<file path="config.mk">
export PLATFORM = sky130hd
export DESIGN_NAME = iter_mul_acc
export DESIGN_NICKNAME = d
export VERILOG_FILES = /design/src/rtl/iter_mul_acc.sv
export SDC_FILE = /design/constraint.sdc
export NUM_CORES = 1
export LEC_CHECK = 0
export BUFFER_PORTS_ARGS = -buffer_cell sky130_fd_sc_hd__buf_2
export CORE_MARGIN = 4
export CORE_UTILIZATION = 60
export CTS_CLUSTER_SIZE = 24
export DETAILED_ROUTE_END_ITERATION = 16
export PLACE_DENSITY = 0.76
export SLEW_MARGIN = 20
export SYNTH_ARGS = -nofsm -noshare
export SYNTH_HDL_FRONTEND = slang
export SYNTH_SLANG_ARGS = --single-unit
</file>
<file path="constraint.sdc">
create_clock -name clk -period 10.2 [get_ports clk]
set_input_delay 2.04 -clock clk [delete_from_list [all_inputs] [get_ports clk]]
set_output_delay 2.04 -clock clk [all_outputs]
set_load 0.005 [all_outputs]
</file>
<file path="src/rtl/iter_mul_acc.sv">
// ---------------------------------------------------------------------------
// iter_mul_acc
//
// Iterative multiply / multiply-accumulate unit for the execute stage
// (MULT/MULTU, MADD/MADDU, MSUB/MSUBU). The unit retires R multiplier bits
// per cycle, so one operation takes W/R CALC cycles plus one FIX cycle.
// All operands are captured on the accepting edge, so the requester may
// change its inputs freely afterwards.
//
// Parameters:
//   W  operand width (must be a multiple of R)
//   R  multiplier bits retired per cycle (1, 2 or 4)
//
// Ports:
//   clk        clock, rising edge
//   rst        synchronous active-high reset
//   start_i    level-sensitive operation request
//   annul_i    abort the current operation (pipeline flush)
//   signed_i   1 = signed operands, 0 = unsigned
//   mode_i     00 MUL, 01 MADD (acc + p), 10 MSUB (acc - p), 11 MUL
//   opdata1_i  multiplicand
//   opdata2_i  multiplier
//   acc_i      accumulator input {HI, LO}
//   result_o   final 2W-bit result, held while in DONE
//   ready_o    result valid
//   busy_o     high while the operation is in CALC or FIX
// ---------------------------------------------------------------------------
module iter_mul_acc #(
  parameter int W = 32,
  parameter int R = 2
) (
  input  logic             clk,
  input  logic             rst,
  input  logic             start_i,
  input  logic             annul_i,
  input  logic             signed_i,
  input  logic [1:0]       mode_i,
  input  logic [W-1:0]     opdata1_i,
  input  logic [W-1:0]     opdata2_i,
  input  logic [2*W-1:0]   acc_i,
  output logic [2*W-1:0]   result_o,
  output logic             ready_o,
  output logic             busy_o
);

  localparam int N  = W / R;
  localparam int CW = $clog2(N + 1);

  localparam logic [CW-1:0]  CNT_ZERO = {CW{1'b0}};
  localparam logic [CW-1:0]  CNT_ONE  = CW'(1);
  // Counter value while the final CALC step is being executed.
  localparam logic [CW-1:0]  CNT_LAST = CW'(N - 1);
  localparam logic [2*W-1:0] WIDE_ZERO = {(2*W){1'b0}};

  typedef enum logic [1:0] {
    IDLE = 2'b00,
    CALC = 2'b01,
    FIX  = 2'b10,
    DONE = 2'b11
  } state_t;

  // -------------------------------------------------------------------------
  // Helper functions
  // -------------------------------------------------------------------------

  // Absolute value of an operand when it is signed and negative. The most
  // negative value maps onto 2^(W-1), which is exactly right when the result
  // is read as an unsigned W-bit number.
  function automatic logic [W-1:0] magnitude(input logic [W-1:0] op,
                                             input logic         is_signed);
    logic [W-1:0] mag;
    if (is_signed && op[W-1]) begin
      mag = {W{1'b0}} - op;
    end else begin
      mag = op;
    end
    return mag;
  endfunction

  // Product of the (already position-shifted) multiplicand with one R-bit
  // multiplier digit, built as a sum of shifted copies.
  function automatic logic [2*W-1:0] digit_product(input logic [2*W-1:0] mcand,
                                                   input logic [R-1:0]   digit);
    logic [2*W-1:0] sum;
    sum = {(2*W){1'b0}};
    for (int i = 0; i < R; i++) begin
      if (digit[i]) begin
        sum = sum + (mcand << i);
      end else begin
        sum = sum;
      end
    end
    return sum;
  endfunction

  // Final result: restore the product sign, then apply the accumulate mode.
  // Everything wraps modulo 2^(2W).
  function automatic logic [2*W-1:0] finish_result(input logic [2*W-1:0] partial,
                                                   input logic           negate,
                                                   input logic [1:0]     mode,
                                                   input logic [2*W-1:0] acc);
    logic [2*W-1:0] p;
    logic [2*W-1:0] res;
    if (negate) begin
      p = {(2*W){1'b0}} - partial;
    end else begin
      p = partial;
    end
    case (mode)
      2'b01:   res = acc + p;
      2'b10:   res = acc - p;
      default: res = p;   // 00 and 11 are plain multiply
    endcase
    return res;
  endfunction

  // -------------------------------------------------------------------------
  // Registers and next-state signals
  // -------------------------------------------------------------------------
  state_t         state_r,   state_s;
  logic [CW-1:0]  cnt_r,     cnt_s;
  logic           signed_r,  signed_s;
  logic [1:0]     mode_r,    mode_s;
  logic [2*W-1:0] acc_r,     acc_s;
  logic           sign1_r,   sign1_s;
  logic           sign2_r,   sign2_s;
  // Multiplicand magnitude, pre-shifted to the current digit position.
  logic [2*W-1:0] mcand_r,   mcand_s;
  // Multiplier magnitude; the next digit is always in the low R bits.
  logic [W-1:0]   mplier_r,  mplier_s;
  logic [2*W-1:0] partial_r, partial_s;
  logic [2*W-1:0] result_s;
  logic           ready_s;
  logic           busy_s;

  // Next-state, datapath and output computation for the multiply FSM.
  always_comb begin
    state_s   = state_r;
    cnt_s     = cnt_r;
    signed_s  = signed_r;
    mode_s    = mode_r;
    acc_s     = acc_r;
    sign1_s   = sign1_r;
    sign2_s   = sign2_r;
    mcand_s   = mcand_r;
    mplier_s  = mplier_r;
    partial_s = partial_r;
    result_s  = result_o;
    ready_s   = ready_o;
    busy_s    = busy_o;

    case (state_r)
      IDLE: begin
        result_s = WIDE_ZERO;
        ready_s  = 1'b0;
        busy_s   = 1'b0;
        // A flush in the same cycle as a request wins: nothing is accepted.
        if (start_i && !annul_i) begin
          signed_s  = signed_i;
          mode_s    = mode_i;
          acc_s     = acc_i;
          sign1_s   = opdata1_i[W-1];
          sign2_s   = opdata2_i[W-1];
          mcand_s   = {{W{1'b0}}, magnitude(opdata1_i, signed_i)};
          mplier_s  = magnitude(opdata2_i, signed_i);
          partial_s = WIDE_ZERO;
          cnt_s     = CNT_ZERO;
          busy_s    = 1'b1;
          state_s   = CALC;
        end else begin
          state_s   = IDLE;
        end
      end

      CALC: begin
        if (annul_i) begin
          partial_s = WIDE_ZERO;
          cnt_s     = CNT_ZERO;
          busy_s    = 1'b0;
          ready_s   = 1'b0;
          state_s   = IDLE;
        end else begin
          partial_s = partial_r + digit_product(mcand_r, mplier_r[R-1:0]);
          mcand_s   = mcand_r << R;
          mplier_s  = mplier_r >> R;
          cnt_s     = cnt_r + CNT_ONE;
          if (cnt_r == CNT_LAST) begin
            state_s = FIX;
          end else begin
            state_s = CALC;
          end
        end
      end

      FIX: begin
        if (annul_i) begin
          partial_s = WIDE_ZERO;
          cnt_s     = CNT_ZERO;
          result_s  = WIDE_ZERO;
          busy_s    = 1'b0;
          ready_s   = 1'b0;
          state_s   = IDLE;
        end else begin
          result_s  = finish_result(partial_r, signed_r & (sign1_r ^ sign2_r),
                                    mode_r, acc_r);
          ready_s   = 1'b1;
          busy_s    = 1'b0;
          state_s   = DONE;
        end
      end

      DONE: begin
        // The result is held only while the requester keeps start_i high.
        if (annul_i || !start_i) begin
          result_s = WIDE_ZERO;
          ready_s  = 1'b0;
          busy_s   = 1'b0;
          state_s  = IDLE;
        end else begin
          state_s  = DONE;
        end
      end

      default: begin
        partial_s = WIDE_ZERO;
        cnt_s     = CNT_ZERO;
        result_s  = WIDE_ZERO;
        ready_s   = 1'b0;
        busy_s    = 1'b0;
        state_s   = IDLE;
      end
    endcase
  end

  // State, datapath and output registers with synchronous reset.
  always_ff @(posedge clk) begin
    if (rst) begin
      state_r   <= IDLE;
      cnt_r     <= CNT_ZERO;
      signed_r  <= 1'b0;
      mode_r    <= 2'b00;
      acc_r     <= WIDE_ZERO;
      sign1_r   <= 1'b0;
      sign2_r   <= 1'b0;
      mcand_r   <= WIDE_ZERO;
      mplier_r  <= {W{1'b0}};
      partial_r <= WIDE_ZERO;
      result_o  <= WIDE_ZERO;
      ready_o   <= 1'b0;
      busy_o    <= 1'b0;
    end else begin
      state_r   <= state_s;
      cnt_r     <= cnt_s;
      signed_r  <= signed_s;
      mode_r    <= mode_s;
      acc_r     <= acc_s;
      sign1_r   <= sign1_s;
      sign2_r   <= sign2_s;
      mcand_r   <= mcand_s;
      mplier_r  <= mplier_s;
      partial_r <= partial_s;
      result_o  <= result_s;
      ready_o   <= ready_s;
      busy_o    <= busy_s;
    end
  end

endmodule

</file>
==> metrics.cfg <==
[timing]
fin_worst_skew_ns = 0.0189
hold_slack_ns = 0.455
fmax_mhz = 136
tightestPinTransition_ns = 1.12
setup_viol = 0
hold_violations = 0
finalCriticalPeriod_ns = 7.35
slew_headroom_pct = 24.3
finalSetupTns_ns = 0
rsz0062_at_grt = false
period_share_pct = 72.1
finalMaxSlewViolations = 0

[clock_tree]
post_cts_buffers = 0
clock-root-buffer = clkbuf_16
clock_sinks = 302
cts-htree-levels = 2
ctsHoldBuffers = 0
cts.repair.resized = 0
tritoncts = done
clock_path_buffers = 3
cts_buffers = 36
clk_latency_ns = 0.56
clk_pin_slew_ns = 0.06

[floorplanning]
die_w_um = 224
rows = 79
io_pins = 201
coreArea_um2 = 46500
start_util_pct = 60.5
die_y_um = 224
die_area_um2 = 50300

[synthesis]
synthMuxAreaShare_pct = 2.83
syn_inst = 3831
synth-compound-area-share_pct = 28.7
syn_area_um2 = 28100
synth-async-reset-ratio_pct = 0
yosys.area_share.simple_pct = 23.4
ys.flop_type = dfxtp_1
synth-warning-count = 0
syn_nets = 4164
synth-edff-count = 0
yosysSeqAreaShare_pct = 21.5
yosys.area_share.adder_pct = 8.90
synth_xor_area_share_pct = 10.4
synthDistinctLibCells = 96
synth_top_family_by_area = compound AO/OA/AOI/OAI gates
ys_ff_latch = 302
synth_area_per_cell_um2 = 7.33

[grt]
grt_util_met1_pct = 44.2
gr-max-usage-layer = met2
antenna_found_initial = 0
grt_pass1_wl_um = 130000
grt_max_degree = 110
grt_usage_pct = 30.5
grt_pass1_vias = 25300
grt_use_met2_pct = 46.9
grt_overflow = 0
grt_use_met3_pct = 5.36

[placed_design]
place.gp.congestion = 0.992
port_buffers = 200
hpwlAfterDp_um = 60300

[setup_path]
cp_max_fo = 30
rr_worst_depth = 25
crit_type = reg2reg
cpMaxStageDelayCell = dfxtp_1
crit_arrival_ns = 7.80
crit_path_end_kind = flop
cp_common_cell = o21ai_0
worstPathRequired_ns = 10.64
critPathLaunchType = flop
cpPeakStageDelay_ns = 0.83

[drt]
wl_per_cell_um = 18.0
drcViolationCount = 0
via_per_inst = 6.30
firstDrtPassIters = 6
vias = 28300
wirelength_um = 80900
drt-initial-drc-count = 2571
antenna_left = 0

[layout]
diodes = 0
syn2layout_area_growth_pct = 8.47
layout_commonest_cell = a21oi_1
fin_nets = 4191
final_cell_mix = a21oi_1, nor2_1, nand2_1
drive_above_1_share_pct = 10.4

[worst_hold_path]
min_path_type = reg2reg
holdPathStages = 2

[run_status]
status = complete, no violations

[power_and_ir_drop]
powerDensity_nw_per_um2 = 120
leakage_nw = 13.3
vdd_drop_max_v = 0.000159

[run]
cap_violations = 0

-- per-stage QoR --
step | worst slack (ns) | std cells | total power, mW | util [%] | area [um2]
floorplan | 3.92 | 3831 | 2.01 | - | 28100
global placement | 3.19 | 4427 | 2.23 | 62.8 | 29200
detailed placement | 3.05 | 4427 | 2.24 | 62.8 | 29200
CTS | 3.02 | 4491 | 3.66 | 65.6 | 30500
global route | 2.30 | 4491 | 3.82 | 65.6 | 30500
finish | 2.85 | 4491 | 3.65 | 65.6 | 30500
-- cells in the mapped netlist, drive strengths merged (18+ instances only) --
cell / instances / share of area (%)
and3: 31 / 0.69
nor2b: 38 / 0.85
nor2: 405 / 5.4
mux2i: 21 / 0.75
a21o: 128 / 3.4
nand3: 94 / 1.7
buf: 23 / 0.45
clkbuf: 214 / 2.9
o21a: 25 / 0.67
a21oi: 428 / 7.6
o41ai: 24 / 0.77
nor4: 38 / 1.0
a211oi: 68 / 1.8
a22oi: 73 / 2.0
nand2b: 35 / 0.78
ha: 195 / 8.7
mux2: 52 / 2.1
nor3: 67 / 1.3
nand4: 54 / 1.2
o21bai: 37 / 0.99
dfxtp: 302 / 22
o21ai: 186 / 3.3
o31ai: 27 / 0.77
or4: 23 / 0.63
or3: 37 / 0.82
xor2: 136 / 4.2
or2: 19 / 0.42
xnor2: 197 / 6.1
and2: 86 / 1.9
o211ai: 18 / 0.48
inv: 75 / 1.0
a31oi: 52 / 1.2
a22o: 24 / 0.75
nand2: 401 / 5.4
-- worst paths after layout --
check | from | end | slack (ns)
max | mplier_r[0]$_SDFFE_PP0P_ | partial_r[59]$_SDFFE_PP0P_ | 2.85
min reg2reg | mplier_r[31]$_SDFFE_PP0P_ | mplier_r[31]$_SDFFE_PP0P_ | 0.46
min | mplier_r[31]$_SDFFE_PP0P_ | mplier_r[31]$_SDFFE_PP0P_ | 0.46
max reg2reg | mplier_r[0]$_SDFFE_PP0P_ | partial_r[59]$_SDFFE_PP0P_ | 2.85
-- flip-flops by register name, summed over array words and instances (netlist names), 2 cells and up --
name and cells:
partial_r 64, result_o 64, cnt_r 5, mplier_r 32, mcand_r 64, acc_r 64
mode_r 2, state_r 2
-- cell type report --
type / instances / area [um2]
Tap cell: 607 / 759
Clock buffer: 46 / 1000
Timing Repair Buffer: 226 / 1200
Sequential cell: 302 / 6050
Fill cell: 4242 / 16000
Inverter: 76 / 285
Clock inverter: 18 / 288
Multi-Input combinational cell: 3216 / 20900
-- critical path, delay by kind of cell (launching register included) --
| kind | cells | cell delay, ns |
|---|---|---|
| AO/OA/AOI/OAI | 12 | 3.36 |
| AND/OR/NAND/NOR | 8 | 1.89 |
| adder cells (fa/ha/maj) | 2 | 0.63 |
| multiplexers | 1 | 0.29 |
| flip-flops | 1 | 0.83 |
| XOR/XNOR | 2 | 0.24 |
-- logic make-up (layout without fill, tap and decap cells) --
logic type | count (synthesis) | in the layout
simple gates | 1366 | 1366
mux | 73 | 73
compound gates | 1246 | 1246
buf+inv | 313 | 366
flops | 302 | 302
fa+ha+maj | 198 | 198
xor+xnor | 333 | 333
-- per-layer routing --
metal / wire [um] / up-vias
li1: - / 14000
met1: 37800 / 13100
met2: 34500 / 1057
met3: 6470 / 123
met4: 2020 / 0
met5: 0 / -
-- power breakdown --
part | switching [mW] | leakage [nW] | internal [mW]
clock network | 0.539 | 0.610 | 0.873
registers | 0.0322 | 2.45 | 1.21
logic | 0.599 | 10.3 | 0.398
(Power assumes the default switching activity.)
